File: src/rtl/pe_sched_pkg.sv
// Shared types and constants for the pe_sched round-robin pe scheduler.
package pe_sched_pkg;

  localparam int ELEM_W = 4;
  localparam int RES_W  = 9;
  localparam int NELEM  = 4;

  // Element order within a matrix word: {x22, x21, x12, x11}
  typedef logic [NELEM-1:0][ELEM_W-1:0] mat_in_t;
  typedef logic [NELEM-1:0][RES_W-1:0]  mat_out_t;

  typedef enum logic [1:0] {
    RUN   = 2'd0,
    DRAIN = 2'd1,
    IDLE  = 2'd2
  } sched_state_e;

endpackage

File: src/rtl/pe_sched_tagq.sv
// In-order requester-ID FIFO; same-cycle push/pop reads the head before the push lands.
module pe_sched_tagq #(
  parameter int W     = 2,
  parameter int DEPTH = 4
) (
  input  logic         clk,
  input  logic         rst,
  input  logic         i_push,
  input  logic [W-1:0] i_din,
  input  logic         i_pop,
  output logic [W-1:0] o_dout,
  output logic         o_full,
  output logic         o_empty
);

  localparam int AW = $clog2(DEPTH);
  localparam int CW = AW + 1;

  logic [W-1:0]  r_mem [DEPTH];
  logic [AW-1:0] r_wp;
  logic [AW-1:0] r_rp;
  logic [CW-1:0] r_cnt;
  logic          w_pop;
  logic          w_push;

  assign o_empty = (r_cnt == '0);
  assign o_full  = (r_cnt == CW'(DEPTH));
  assign o_dout  = r_mem[r_rp];

  // A pop on an empty queue is ignored; a push while full is legal only alongside a pop
  assign w_pop  = i_pop & ~o_empty;
  assign w_push = i_push & (~o_full | w_pop);

  always_ff @(posedge clk or posedge rst) begin
    if (rst) begin
      r_wp  <= '0;
      r_rp  <= '0;
      r_cnt <= '0;
    end else begin
      if (w_push) r_wp <= r_wp + 1'b1;
      if (w_pop)  r_rp <= r_rp + 1'b1;
      r_cnt <= r_cnt + CW'(w_push) - CW'(w_pop);
    end
  end

  always_ff @(posedge clk) begin
    if (w_push) r_mem[r_wp] <= i_din;
  end

endmodule

File: src/rtl/pe_sched.sv
// Round-robin scheduler sharing one 2x2 multiply pe between NREQ requesters.
// Optional PE_SCHED_STATS_EN adds saturating accept/stall counters.
module pe_sched
  import pe_sched_pkg::*;
#(
  parameter int NREQ    = 4,
  parameter int MAX_OUT = 4,
  parameter int IDW     = $clog2(NREQ)
) (
  input  logic                 clk,
  input  logic                 rst,
  input  logic [NREQ-1:0]      req_val,
  output logic [NREQ-1:0]      req_rdy,
  input  logic [NREQ*16-1:0]   req_a,
  input  logic [NREQ*16-1:0]   req_b,
  output logic                 pe_in_val,
  output mat_in_t              pe_a,
  output mat_in_t              pe_b,
  input  logic                 pe_out_val,
  input  mat_out_t             pe_c,
  output logic                 rsp_val,
  output logic [IDW-1:0]       rsp_id,
  output mat_out_t             rsp_c,
  input  logic                 drain_req,
  output logic                 drain_done,
  output logic                 err_unexp
`ifdef PE_SCHED_STATS_EN
  ,output logic [15:0]         stat_jobs
  ,output logic [15:0]         stat_stall
`endif
);

  localparam int CW = $clog2(MAX_OUT + 1);
  localparam int PW = IDW + 1;
  localparam logic [CW-1:0] CRED_MAX = CW'(MAX_OUT);

  localparam logic [1:0] S_RUN   = RUN;
  localparam logic [1:0] S_DRAIN = DRAIN;
  localparam logic [1:0] S_IDLE  = IDLE;

  logic [1:0]            r_state;
  logic [1:0]            w_state_nxt;
  logic [IDW-1:0]        r_rr;
  logic [CW-1:0]         r_cred;
  logic [CW-1:0]         w_cred_nxt;
  logic [NREQ-1:0][15:0] w_a_arr;
  logic [NREQ-1:0][15:0] w_b_arr;
  logic [IDW-1:0]        w_gnt_idx;
  logic                  w_found;
  logic                  w_ret;
  logic                  w_gnt_ok;
  logic                  w_acc;
  logic [IDW-1:0]        w_head;
  logic                  w_full;
  logic                  w_empty;

  assign w_a_arr = req_a;
  assign w_b_arr = req_b;

  // First requesting index at or after r_rr, with wrap
  always_comb begin
    logic [PW-1:0]  t;
    logic [IDW-1:0] idx;
    w_found   = 1'b0;
    w_gnt_idx = '0;
    t         = '0;
    idx       = '0;
    for (int k = 0; k < NREQ; k++) begin
      t = {1'b0, r_rr} + PW'(k);
      if (t >= PW'(NREQ)) t = t - PW'(NREQ);
      idx = t[IDW-1:0];
      if (!w_found && req_val[idx]) begin
        w_found   = 1'b1;
        w_gnt_idx = idx;
      end
    end
  end

  // Only results with a matching tag return a credit; strays do not
  assign w_ret    = pe_out_val & ~w_empty;
  assign w_gnt_ok = (r_state == S_RUN) && (r_cred != '0 || w_ret) && (!w_full || w_ret);
  assign w_acc    = w_gnt_ok & w_found;

  always_comb begin
    req_rdy = '0;
    if (w_acc) req_rdy[w_gnt_idx] = 1'b1;
  end

  assign w_cred_nxt = r_cred - CW'(w_acc) + CW'(w_ret);

  pe_sched_tagq #(
    .W     (IDW),
    .DEPTH (MAX_OUT)
  ) u_tagq (
    .clk     (clk),
    .rst     (rst),
    .i_push  (w_acc),
    .i_din   (w_gnt_idx),
    .i_pop   (pe_out_val),
    .o_dout  (w_head),
    .o_full  (w_full),
    .o_empty (w_empty)
  );

  // Drain completes once every credit is home and nothing is waiting to issue
  always_comb begin
    w_state_nxt = r_state;
    case (r_state)
      S_RUN:   if (drain_req) w_state_nxt = S_DRAIN;
      S_DRAIN: begin
        if (!drain_req)                                    w_state_nxt = S_RUN;
        else if (w_cred_nxt == CRED_MAX && !pe_in_val && !w_acc) w_state_nxt = S_IDLE;
      end
      S_IDLE:  if (!drain_req) w_state_nxt = S_RUN;
      default: w_state_nxt = S_RUN;
    endcase
  end

  assign drain_done = (r_state == S_IDLE);

  always_ff @(posedge clk or posedge rst) begin
    if (rst) begin
      r_state <= S_RUN;
      r_rr    <= '0;
      r_cred  <= CRED_MAX;
    end else begin
      r_state <= w_state_nxt;
      r_cred  <= w_cred_nxt;
      if (w_acc) r_rr <= (w_gnt_idx == IDW'(NREQ - 1)) ? '0 : w_gnt_idx + 1'b1;
    end
  end

  always_ff @(posedge clk or posedge rst) begin
    if (rst) begin
      pe_in_val <= 1'b0;
      pe_a      <= '0;
      pe_b      <= '0;
    end else begin
      pe_in_val <= w_acc;
      if (w_acc) begin
        pe_a <= w_a_arr[w_gnt_idx];
        pe_b <= w_b_arr[w_gnt_idx];
      end
    end
  end

  always_ff @(posedge clk or posedge rst) begin
    if (rst) begin
      rsp_val   <= 1'b0;
      rsp_id    <= '0;
      rsp_c     <= '0;
      err_unexp <= 1'b0;
    end else begin
      rsp_val <= pe_out_val;
      if (pe_out_val) begin
        rsp_c  <= pe_c;
        rsp_id <= w_empty ? '0 : w_head;
      end
      if (pe_out_val && w_empty) err_unexp <= 1'b1;
    end
  end

`ifdef PE_SCHED_STATS_EN
  logic r_unused_stat;
  logic w_stall;

  assign w_stall = (|req_val) && !w_acc &&
                   ((r_state != S_RUN) || (r_cred == '0 && !w_ret));

  always_ff @(posedge clk or posedge rst) begin
    if (rst) begin
      stat_jobs     <= '0;
      stat_stall    <= '0;
      r_unused_stat <= 1'b0;
    end else begin
      if (w_acc && stat_jobs != 16'hFFFF)    stat_jobs  <= stat_jobs + 16'd1;
      if (w_stall && stat_stall != 16'hFFFF) stat_stall <= stat_stall + 16'd1;
    end
  end
`endif

endmodule

File: config.mk
export PLATFORM = sky130hd
export DESIGN_NAME = pe_sched
export DESIGN_NICKNAME = d
export VERILOG_FILES = /design/src/rtl/pe_sched_pkg.sv /design/src/rtl/pe_sched_tagq.sv /design/src/rtl/pe_sched.sv
export SDC_FILE = /design/constraint.sdc
export NUM_CORES = 1
export LEC_CHECK = 0
export CAP_MARGIN = 20
export CORE_UTILIZATION = 30
export CTS_CLUSTER_SIZE = 25
export DETAILED_ROUTE_END_ITERATION = 16
export GPL_ROUTABILITY_DRIVEN = 0
export HOLD_SLACK_MARGIN = 0.06
export PLACE_DENSITY = 0.75
export RECOVER_POWER = 100
export SYNTH_ARGS = -nofsm -noshare
export SYNTH_HDL_FRONTEND = slang
export SYNTH_SLANG_ARGS = --single-unit
File: constraint.sdc
create_clock -name clk -period 9.54 [get_ports clk]
set_input_delay 2.385 -clock clk [delete_from_list [all_inputs] [get_ports clk]]
set_output_delay 2.385 -clock clk [all_outputs]
set_load 0.03 [all_outputs]
# Word-level counts from Yosys, hierarchy flattened

Memory sizes are Yosys's and may differ from the RTL's.
Cells that the tools add are included.

Multiplexer cells: 36
Order comparisons: 10
Reductions and logical operators: 21
Multiply operators: 0
Bitwise logic cells: 6
Equality and inequality tests: 8
Shifts and indexed selects: 0
Add/sub/neg operators: 14
Div/mod/pow operators: 0

Operators with widths:

| cell                  | number |
|---|---|
| $bmux W16 S2          | 2 |
| $mux W16              | 2 |
| $mux W2               | 14 |
| $lt A2 B3 Y1 const B  | 5 |
| $mux W1               | 11 |
| $ge A3 B3 Y1 const B  | 3 |
| $logic_and A1 B1 Y1   | 9 |
| $bmux W1 S2           | 4 |
| $sub A2 B1 Y2 const B | 4 |
| $add A2 B1 Y2 const B | 3 |
| $add A2 B2 Y3 const B | 2 |
| $add A3 B1 Y3         | 2 |
| $eq A3 B3 Y1 const B  | 2 |
| $logic_not A1 Y1      | 6 |
| $pmux W2 S3           | 1 |
| $sub A3 B1 Y3         | 2 |
| $eq A2 B2 Y1 const B  | 2 |
| $mux W4               | 1 |
| $ne A2 B2 Y1 const B  | 2 |
| $add A2 B1 Y3 const B | 1 |
| $and A1 B1 Y1         | 3 |
| $ge A2 B3 Y1 const B  | 1 |
| $logic_not A3 Y1      | 1 |
| $ne A3 B3 Y1 const B  | 1 |
| 9 further kinds       | 11 |

Memories kept: 1
Output and inout bits: 78
ROM bits: 0
Bits in latches: 0
Memory bits (writable): 8
Word-level logic and storage cells: 118
Register bits: 87

Memory list:

| name         | words | width | rd ports | clocked after memory_dff | write ports | line                | RTL |
|---|---|---|---|---|---|---|---|
| u_tagq.r_mem | 4     | 2     | 1        | 0                        | 1           | pe_sched_tagq.sv:19 | `logic [W-1:0] r_mem [DEPTH];` |

# Longest topological paths before layout

Gate-level depths: netlist of the first run.

Depth in word-level cells: 23
Depth in mapped cells: 14
Depth with buffers taken out: 14

# Cells and area by module

From an unflattened synthesis of the first run, not the netlist that was laid out.

Cell total of the unflattened synthesis: 456
Area, all modules: 5411.4 um^2

By module, submodules not included:

| module        | seq. area each (um^2) | instances | area each (um^2) | cells an instance |
|---|---|---|---|---|
| pe_sched      | 2003.2                | 1         | 4684.5           | 409 |
| pe_sched_tagq | 415.4                 | 1         | 726.9            | 47 |

# Worst setup path before layout of the first run

Ideal clock, no wire load.

Path kind: in2out
Start: in req_val[0]
End: out req_rdy[0]
Setup slack: 3475 ps
Buffers on the path: 3
Stages on the path: 9
Arrival: 3680 ps
Required time: 7155 ps
Path through: nor2b_2 -> a21oi_1 -> o221a_1 -> buf_6 -> buf_12 -> buf_8 -> inv_1 -> ha_1 -> and2_1

Longest elaborated chain between the ends: 17

RTL lines:

| element                                                            | line               | RTL |
|---|---|---|
| start, declared                                                    | pe_sched.sv:12     | `input logic [NREQ-1:0] req_val,` |
| $bmux W1 S2                                                        | pe_sched.sv:72     | `if (!w_found && req_val[idx]) begin` |
| $mux W1 (not written as such)                                      | pe_sched.sv:72     |  |
| $mux W1                                                            | pe_sched.sv:72     |  |
| $logic_not A1 Y1                                                   | pe_sched.sv:72     |  |
| $logic_and A1 B1 Y1                                                | pe_sched.sv:72     |  |
| $mux W1                                                            | pe_sched.sv:72     |  |
| $logic_not A1 Y1                                                   | pe_sched.sv:72     |  |
| $logic_and A1 B1 Y1                                                | pe_sched.sv:72     |  |
| [2 not listed]                                                     | --                 |  |
| $logic_and A1 B1 Y1                                                | pe_sched.sv:72     |  |
| $mux W2 (*)                                                        | pe_sched.sv:72     |  |
| net u_tagq.i_din[0]                                                | pe_sched_tagq.sv:9 | `input logic [W-1:0] i_din,` |
| $lt A2 B3 Y1 (not written as such) or $ge A2 B1 Y1 (tied branches) | pe_sched.sv:86     | `if (w_acc) req_rdy[w_gnt_idx] = 1'b1;` |
| $logic_and A1 B1 Y1 (not written as such)                          | pe_sched.sv:86     |  |
| $mux W1 (not written as such)                                      | pe_sched.sv:86     |  |
| $demux W1 S2 (*)                                                   | pe_sched.sv:86     |  |
| $mux W4 (*)                                                        | pe_sched.sv:86     |  |
| end, declared                                                      | pe_sched.sv:13     | `output logic [NREQ-1:0] req_rdy,` |

Mark *: on every way through the listed nets, which the timed path passes. The rest lies on a longest branch. The select of a mux whose other input is x is not followed.

# Worst setup path in the final report of the first run

Start: in req_val[0]
End: reg pe_b[1] in the netlist's numbering

Longest elaborated chain between the ends: 14

RTL lines:

| element                        | line            | RTL |
|---|---|---|
| $bmux W1 S2                    | pe_sched.sv:72  |  |
| $mux W1 (not written as such)  | pe_sched.sv:72  |  |
| $mux W1                        | pe_sched.sv:72  |  |
| $logic_not A1 Y1               | pe_sched.sv:72  |  |
| $logic_and A1 B1 Y1            | pe_sched.sv:72  |  |
| $mux W1                        | pe_sched.sv:72  |  |
| $logic_not A1 Y1               | pe_sched.sv:72  |  |
| $logic_and A1 B1 Y1            | pe_sched.sv:72  |  |
| $mux W1                        | pe_sched.sv:72  |  |
| $logic_not A1 Y1               | pe_sched.sv:72  |  |
| $logic_and A1 B1 Y1            | pe_sched.sv:72  |  |
| $mux W2                        | pe_sched.sv:72  |  |
| $bmux W16 S2                   | pe_sched.sv:142 | `pe_b <= w_b_arr[w_gnt_idx];` |
| $mux W16 (not written as such) | pe_sched.sv:142 |  |
| end signal, assigned           | pe_sched.sv:142 |  |
| end, declared                  | pe_sched.sv:18  | `output mat_in_t pe_b,` |

Parallel ways exist; a longest one is shown, timed or not. The select of a mux whose other input is x is not followed.
A chain may end at the register's enable or synchronous reset.

==> metrics, run 1 <==
Synth-to-Final Area Change 62.2%; pin slew with the least headroom to its limit 4.31 ns; Layout Nets 798; Synth Register Bits 95; global-route wire length before repair 19200 um; layout cells sized above 1 10.4%; Synth top area share 46.0%; Commonest cells post-synth dfrtp_1, mux2i_1, nand2_1; post-cts resize count 0; CP startpoint req_val[0]; Die Y 127 um; hold path endpoint err_unexp; CTS tree yes; unrepaired setup endpoints after global routing no; via count of the routed design 3837; Psw 790 uW; sequential cell area fraction in the yosys report 51.6%; cell area after synthesis 4680 sq um; Avg Inst Size Synth 12.7 sq um; Design Power 2010 uW; Worst R2R Setup Slack 4.27 ns; CTS buffer count 9; failing checks capacitance limit, slew limit; Initial Util 30.8%; CP Max Fanout 64; clock skew 0.0107 ns; clock sink count 95; Slew Viols, Final 155; Hold/Removal Path Class reg2reg; Slew HR -187%; Synth Warn # 0; max_cap viols 3; Setup CP Type in2reg; Critical Path Source Type input pin; Die X-Extent 127 um; Remaining DRCs 0; period utilization 79.3%; Post-synth EDFFs 8; Vias per Instance 4.76; Setup TNS 0 ns; final hold vios 0; postcts setup bufs 0; Leak 0.00324 uW; Synth area leader dfrtp_1; sequential share of power 31.1%; total gr overflow 0; clock-pin transition on the worst setup and hold timing paths 0.07 ns; Die Area 16100 sq um; CP Capture Type flop; power share of the clock group 17.3%; worst path arrival time 7.80 ns; ys async rst share 91.6%; core box area 15200 sq um; R2R depth 6; PortBufs 249; worst skew pair latency 0.34 ns; number of global-route vias before repair 4045; switching share of power 39.3%; HP Start err_unexp; number of iterations in the first detailed-routing pass 4; Cell Pwr Density 265 nW/um^2; top cells by area, synth dfrtp_1, mux2i_1, mux2_2; Logic pwr share 51.6%; minimum clock period 7.56 ns; largest net degree at the start of global routing 88; Final Util 50.0%; fmax 132 MHz; Synth Net Count 554; final wirelength 12300 um; Peak VDD IR 0.000136 V; Cell Rows 45; DP Area 7270 sq um; CTS H-Tree Depth 3; outcome finished with violations; Unique masters post-synth 40; antenna violations before repair 0; placed cells 787; reg2reg start r_rr[0]; R2R Path End pe_b[1]; total track usage 15.1%; Crit path required time 9.78 ns; Design Area, Final 7590 sq um; cts hold-fix bufs 0; hold path depth 1; Final setup violation count 0; final antenna-violating net count 0; cell count after synthesis 369; ys flop type dfrtp_1; Internal 1220 uW; fin cells 806; diode count 0; I/O pins 250; post-DP HPWL 9380 um; clk buf depth 2; 1st-iter DRT viols 108; most common cell in the synthesized netlist dfrtp_1; Root Buffer clkbuf_16; DR WL/cell 15.3 um
[cell usage in the layout, fill, tap and decap left out, types with 3 or more instances in the layout]
cell and instances:
ha_1 11, nor2_1 3, and2_0 4, clkbuf_1 4, nor3_1 3, o221ai_1 32
dfrtp_1 86, mux2_2 36, o21ai_0 5, and2_1 4, xnor2_1 7, clkbuf_16 9
nor2b_1 4, mux2i_1 64, a21oi_1 3, dlygate4sd3_1 80, clkdlybuf4s50_1 168, nand2_1 42
edfxtp_1 8, inv_1 14
[metal layers]
layer	track usage, %	share of wire, %	vias up
li1	-	-	1829
met1	16.9	40	1817
met2	26.7	50	176
met3	4.68	8.2	15
met4	6.16	2.0	0
met5	0	0	-
[sequential cells by signal (all words and copies together) (netlist names), 2 cells and up]
register,count
r_rr,2
rsp_c,36
r_state,2
u_tagq.r_wp,2
u_tagq.r_cnt,3
pe_a,16
rsp_id,2
u_tagq.r_rp,2
r_cred,3
u_tagq.r_mem,8
pe_b,16
[metrics by stage]
stage	hold slack [ns]	setup WS (ns)
after global routing	0.493	1.53
after floorplan	0.481	3.48
after global placement	0.440	2.38
after detailed placement	0.450	2.30
final	0.451	1.98
after CTS	0.464	2.29
[critical path, cell delays in order]
cell and delay, ns:
dlygate4sd3_1 0.58, nor2b_1 0.16, a21oi_1 0.13, o221a_1 0.40, clkbuf_1 3.04, mux2i_1 0.63, o221ai_1 0.41
[final cells by class]
cell class / count / area (sq um)
Fill cell: 1345 / 7610
Timing Repair Buffer: 256 / 2570
Sequential cell: 95 / 2420
Multi-Input combinational cell: 235 / 2020
Clock buffer: 12 / 256
Tap cell: 188 / 235
Inverter: 16 / 61.3
Clock inverter: 4 / 37.5
[how the worst max path moves through the flow]
stage / slack, ns / cells past startpoint / end
finish: 1.98 / 7 / pe_b[1]
global route: 1.53 / 7 / pe_b[1]
CTS: 2.29 / 8 / req_rdy[0]
detailed placement: 2.30 / 8 / req_rdy[0]
global placement: 2.38 / 8 / req_rdy[1]
floorplan: 3.48 / 9 / req_rdy[0]
[logic make-up (layout without fill, tap and decap cells)]
| group | after synthesis | count (layout) | share of synthesized area [%] |
|---|---|---|---|
| mux | 102 | 102 | 23.3 |
| simple gates | 66 | 66 | 6.76 |
| xor+xnor | 7 | 7 | 1.31 |
| fa+ha+maj | 13 | 13 | 3.79 |
| buf+inv | 39 | 288 | 5.13 |
| compound gates | 47 | 47 | 8.07 |
| flops | 95 | 95 | 51.6 |
[power groups by stage]
| stage | sequential, uW | clock [uW] | combinational [uW] |
|---|---|---|---|
| 2_1_floorplan | 804 | 0 | 510 |
| 3_3_place_gp | 632 | 0 | 997 |
| 3_5_place_dp | 638 | 0 | 1030 |
| 4_1_cts | 632 | 360 | 1030 |
| 5_1_grt | 644 | 380 | 1120 |
| 6_report | 626 | 347 | 1040 |
Note: power is estimated with default switching activity, not from simulation.
==> inputs of run 2 (changes only) <==
==> constraint.sdc (replaced) <==
create_clock -name clk -period 7.74 [get_ports clk]
set_input_delay 1.935 -clock clk [delete_from_list [all_inputs] [get_ports clk]]
set_output_delay 1.935 -clock clk [all_outputs]
set_load 0.03 [all_outputs]
==> run 2 against run 1 <==
Compared with the run above:
- the run still ends with capacitance limit, slew limit left
- combinational power is 20% higher
- die area is the same
- worst hold slack gained 0.011 ns
- sequential share of layout area unchanged
- non-clock buffer count down 1
- wire length shrank 0.63%
- core utilization is the same
- largest power group unchanged
- highest routed layer unchanged
==> metrics, run 2 (synthesized netlist as in run 1, its figures left out) <==
clock skew 0.00926 ns (-0.00147 ns); CTS tree yes; global-route wire length before repair 19300 um (+0.43%); Die Area 16100 sq um (unchanged); layout cells sized above 1 10.4% (+0.017 points); post-DP HPWL 9330 um (-0.52%); CP Capture Type output pin; failing checks capacitance limit, slew limit; 1st-iter DRT viols 115 (+6.5%); Peak VDD IR 0.000200 V (+47%); Layout Nets 797 (-0.13%); number of iterations in the first detailed-routing pass 4 (unchanged); Cell Pwr Density 325 nW/um^2 (+23%); Largest register FFs 36 (unchanged); Setup TNS 0 ns (unchanged); Remaining DRCs 0 (unchanged); Hold/Removal Path Class reg2reg; number of global-route vias before repair 3937 (-2.7%); Final WS setup 1.16 ns (-0.816 ns); reg2reg start u_tagq.r_cnt[2]; dpl ws 1.42 ns (-0.877 ns); postcts setup bufs 0 (unchanged); CTS H-Tree Depth 3 (unchanged); I/O pins 250 (unchanged); commonest cells after routing, fill and taps aside clkdlybuf4s50_1, dfrtp_1, dlygate4sd3_1, mux2i_1, nand2_1; worst skew pair latency 0.34 ns (about the same); max_cap viols 4 (+1); PortBufs 249 (unchanged); Root Buffer clkbuf_16; commonest non-fill, non-tap cell in the layout clkdlybuf4s50_1; Leak 0.00325 uW (+0.17%); hold path endpoint err_unexp; diode count 0 (unchanged); fmax 152 MHz; Internal 1490 uW (+23%); power share of the clock group 18.3% (+1.0 points); Largest regs rsp_c (36), pe_a (16), pe_b (16); cts hold-fix bufs 0 (unchanged); outcome finished with violations; sequential share of power 31.2% (about the same); Synth-to-Final Area Change 62.2% (unchanged); Final setup violation count 0 (unchanged); hold path depth 1 (unchanged); unrepaired setup endpoints after global routing no; Final Util 50.0% (unchanged); Die X-Extent 127 um (unchanged); fin cells 805 (-0.12%); CTS buffer count 9 (unchanged); Slew Viols, Final 196 (+26%); largest net degree at the start of global routing 65 (-26%); R2R depth 13 (+7); core box area 15200 sq um (unchanged); total gr overflow 0 (unchanged); Slew HR -77.4% (+110 points); Psw 977 uW (+24%); worst path arrival time 4.64 ns (-3.16 ns); Top reg by flops rsp_c; Die Y 127 um (unchanged); switching share of power 39.5% (+0.23 points); minimum clock period 6.58 ns; Critical Path Source Type input pin; final antenna-violating net count 0 (unchanged); R2R Path End r_state[0]; DR WL/cell 15.2 um (-0.51%); Crit path required time 5.81 ns (-3.97 ns); final wirelength 12200 um (-0.63%); post-cts resize count 0 (unchanged); Cell Rows 45 (unchanged); via count of the routed design 3847 (+0.26%); Vias per Instance 4.78 (+0.39%); CP Max Fanout 38 (-41%); total track usage 15.3% (+0.21 points); period utilization 85.0%; Initial Util 30.8% (unchanged); clk buf depth 2 (unchanged); clock sink count 95 (unchanged); pin slew with the least headroom to its limit 2.66 ns (-1.65 ns); placed cells 787 (unchanged); HP Start err_unexp; antenna violations before repair 0 (unchanged); Setup CP Type in2out; final hold vios 0 (unchanged); Logic pwr share 50.5% (-1.1 points); Worst R2R Setup Slack 4.25 ns (-0.02 ns); clock-pin transition on the worst setup and hold timing paths 0.07 ns (about the same)
## run 2: changes by cell type in the layout (fill, tap and decap cells not counted), sizes merged
| cell | previous run | this run |
|---|---|---|
| buf | 5 | 4 |
| clkbuf | 15 | 12 |
| inv | 17 | 19 |
| bufinv | 0 | 1 |
## run 2: per-stage QoR
stage	total power [uW]	instance area [sq um]	hold WS, ns
final	2470	7590	0.462
after global routing	2640	7590	0.483
after CTS	2520	7570	0.473
after detailed placement	2050	7270	0.458
after global placement	2010	7270	0.448
after floorplan	1620	4680	0.481
## run 2: final cells by class
| class | count | area [sq um] |
|---|---|---|
| clock buffer | 9 | 225 |
| clock inverter | 7 | 77.6 |
| tap | 188 | 235 |
| multi-input combinational | 235 | 2010 |
| inverter | 16 | 61.3 |
| fill | 1353 | 7610 |
| timing repair buffer | 255 | 2560 |
| sequential | 95 | 2420 |
## run 2: metal layers
metal  wire length (um)  vias up  global-route usage, %  share of wire [%]
met4                146        0                   5.32                1.2
met1               4780     1808                   16.8                 39
met5                  0        -                      0                  0
met2               6180      200                   27.6                 51
met3               1110       12                   5.10                9.1
li1                   -     1827                      -                  -
## run 2: how the worst max path moves through the flow
stage | startpoint | to | slack (ns) | depth (start not counted)
floorplan | req_val[0] | req_rdy[0] | 2.58 | 9
global placement | req_val[1] | req_rdy[1] | 1.48 | 8
detailed placement | req_val[1] | req_rdy[0] | 1.42 | 8
CTS | req_val[1] | req_rdy[0] | 1.42 | 8
global route | req_val[0] | req_rdy[0] | 0.91 | 8
finish | req_val[0] | req_rdy[0] | 1.16 | 8
## run 2: worst max-delay path, cell delays in order
cell           delay (ns)
dlygate4sd3_1        0.58
nor4_1               0.33
nor3_1               0.12
o21ai_2              0.07
buf_4                0.37
inv_1                0.31
and2_1               0.24
dlygate4sd3_1        0.68
## run 2: power by group through the flow
stage,logic [uW],clock network [uW],registers [uW]
after floorplan,629,0,990
after global placement,1230,0,778
after detailed placement,1260,0,787
after CTS,1260,471,780
after global routing,1360,494,793
final,1250,451,772
==> inputs of run 3 (changes only) <==
==> constraint.sdc (replaced) <==
create_clock -name clk -period 6.2 [get_ports clk]
set_input_delay 1.55 -clock clk [delete_from_list [all_inputs] [get_ports clk]]
set_output_delay 1.55 -clock clk [all_outputs]
set_load 0.03 [all_outputs]
==> run 3 against run 2 <==
Compared with the run above:
- the flow still finishes with violations (capacitance limit, slew limit)
- critical endpoint is now req_rdy[3]
- cell area decreased by 0.25%
- clock-buffer cell count is 2 higher
- highest routed layer unchanged
- worst hold slack improved by 0.0065 ns
- clock power grew 15%
- final cell count unchanged
- sequential share of layout area grew 0.079 points
- core utilization decreased by 0.12 points
- critical path depth is 1 lower
- largest cell class unchanged
- global-route usage grew 0.20 points
==> metrics, run 3 (synthesized netlist as in run 1, its figures left out) <==
outcome finished with violations; failing checks capacitance limit, slew limit; 1st-iter DRT viols 94 (-18%); number of iterations in the first detailed-routing pass 4 (unchanged); Met1 Routed Length 4770 um (-0.29%); met2 WL 6160 um (-0.31%); pin slew with the least headroom to its limit 2.00 ns (-0.657 ns); core box area 15200 sq um (unchanged); CTS H-Tree Depth 3 (unchanged); I/O pins 250 (unchanged); Vias per Instance 4.72 (-1.1%); Setup CP Type in2out; CP top delay family buffers and inverters; Die Area 16100 sq um (unchanged); max incr delay on CP 0.73 ns (+0.05 ns); final antenna-violating net count 0 (unchanged); Crit path required time 4.65 ns (-1.16 ns); metal3 WL 950 um (-14%); clock-pin transition on the worst setup and hold timing paths 0.07 ns (about the same); Remaining DRCs 0 (unchanged); post-DP HPWL 9320 um (about the same); Die Y 127 um (unchanged); fmax 181 MHz; Slew Viols, Final 115 (-41%); post-cts resize count 0 (unchanged); postcts setup bufs 0 (unchanged); clk buf depth 2 (unchanged); total track usage 15.5% (+0.20 points); Root Buffer clkbuf_16; antenna violations before repair 0 (unchanged); CP startpoint req_val[0]; CTS buffer count 9 (unchanged); Hold/Removal Path Class reg2reg; Setup crit end req_rdy[3]; CP Max Fanout 8 (-79%); CP Buf/Inv Count 2 (-2); Worst R2R Setup Slack 2.68 ns (-1.57 ns); Synth-to-Final Area Change 61.8%; Critical Path Source Type input pin; crit path cell chain dlygate4sd3_1, nor2b_1, o21ba_1, nor3_2, ha_1, and2_1, dlygate4sd3_1; crit path max-delay cell type dlygate4sd3_1; Crit path depth 7 (-1); max_cap viols 3 (-1); Largest regs rsp_c (36), pe_a (16), pe_b (16); final hold vios 0 (unchanged); commonest non-fill, non-tap cell in the layout clkdlybuf4s50_1; most frequent CP cell dlygate4sd3_1; DP Area 7270 sq um (unchanged); highest metal used met4; PortBufs 249 (unchanged); layout cells sized above 1 10.2% (-0.16 points); diode count 0 (unchanged); R2R depth 11 (-2); CP Capture Type output pin; Design Area, Final 7580 sq um (-0.25%); number of global-route vias before repair 4065 (+3.3%); R2R Path End u_tagq.r_cnt[2]; CTS tree yes; Slew HR -33.6% (+44 points); period utilization 89.1%; Die X-Extent 127 um (unchanged); total gr overflow 0 (unchanged); Layout Nets 797 (unchanged); final wirelength 12100 um (-0.94%); reg2reg start u_tagq.r_cnt[1]; DR WL/cell 15.0 um (-0.94%); Cell Rows 45 (unchanged); global-route wire length before repair 19700 um (+1.8%); Final setup violation count 0 (unchanged); Initial Util 30.8% (unchanged); largest net degree at the start of global routing 65 (unchanged); Top reg by flops rsp_c; clock sink count 95 (unchanged); cts hold-fix bufs 0 (unchanged); worst skew pair latency 0.34 ns (about the same); clock skew 0.0129 ns (+0.00369 ns); Peak VDD IR 0.000291 V (+46%); worst path arrival time 3.97 ns (-0.67 ns); Cell Pwr Density 398 nW/um^2 (+22%); commonest cells after routing, fill and taps aside clkdlybuf4s50_1, dfrtp_1, dlygate4sd3_1, mux2i_1, nand2_1; Largest register FFs 36 (unchanged); minimum clock period 5.52 ns; via count of the routed design 3803 (-1.1%); unrepaired setup endpoints after global routing no; Setup TNS 0 ns (unchanged); Leak 0.00323 uW (-0.34%)
-- run 3: changes by cell type in the layout (fill, tap and decap cells not counted), sizes merged --
cell,previous run,this run
clkbuf,12,14
inv,19,17
bufinv,1,0
clkinv,2,3
-- run 3: worst min path at each step --
| stage | cells past startpoint | start | endpoint | slack [ns] |
|---|---|---|---|---|
| 2_1_floorplan | 1 | u_tagq.r_rp[1] | u_tagq.r_rp[1] | 0.48 |
| 3_3_place_gp | 1 | err_unexp | err_unexp | 0.45 |
| 3_5_place_dp | 2 | pe_a[10] | pe_a[10] | 0.47 |
| 4_1_cts | 1 | err_unexp | err_unexp | 0.49 |
| 5_1_grt | 2 | pe_b[9] | pe_b[9] | 0.49 |
| 6_report | 1 | err_unexp | err_unexp | 0.47 |
-- run 3: cell type report --
| cell class | count | area (sq um) |
|---|---|---|
| clock buffer | 11 | 243 |
| clock inverter | 5 | 40.0 |
| fill | 1314 | 7630 |
| inverter | 16 | 61.3 |
| multi-input combinational | 235 | 2020 |
| sequential | 95 | 2420 |
| tap | 188 | 235 |
| timing repair buffer | 255 | 2560 |
-- run 3: layer usage --
layer / vias up / global-route usage, %
met2: 169 / 28.0
li1: 1827 / -
met1: 1790 / 17.0
met3: 17 / 4.60
met4: 0 / 6.09
met5: - / 0
-- run 3: metrics by stage --
| stage | power, uW | setup WS [ns] | hold WS, ns | std cells | util [%] |
|---|---|---|---|---|---|
| floorplan | 2020 | 1.81 | 0.481 | 369 | - |
| global placement | 2510 | 0.905 | 0.448 | 787 | 47.8 |
| detailed placement | 2560 | 0.845 | 0.472 | 787 | 47.8 |
| CTS | 3100 | 0.842 | 0.486 | 803 | 49.7 |
| global route | 3230 | 0.541 | 0.495 | 805 | 49.8 |
| finish | 3020 | 0.678 | 0.469 | 805 | 49.8 |
-- run 3: power by group --
part	switching [uW]	total [uW]	leakage [uW]	internal (uW)
sequential	114	961	0.00111	847
clock	233	519	0.000140	287
combinational	857	1540	0.00198	679
total	1200	3020	0.00323	1810
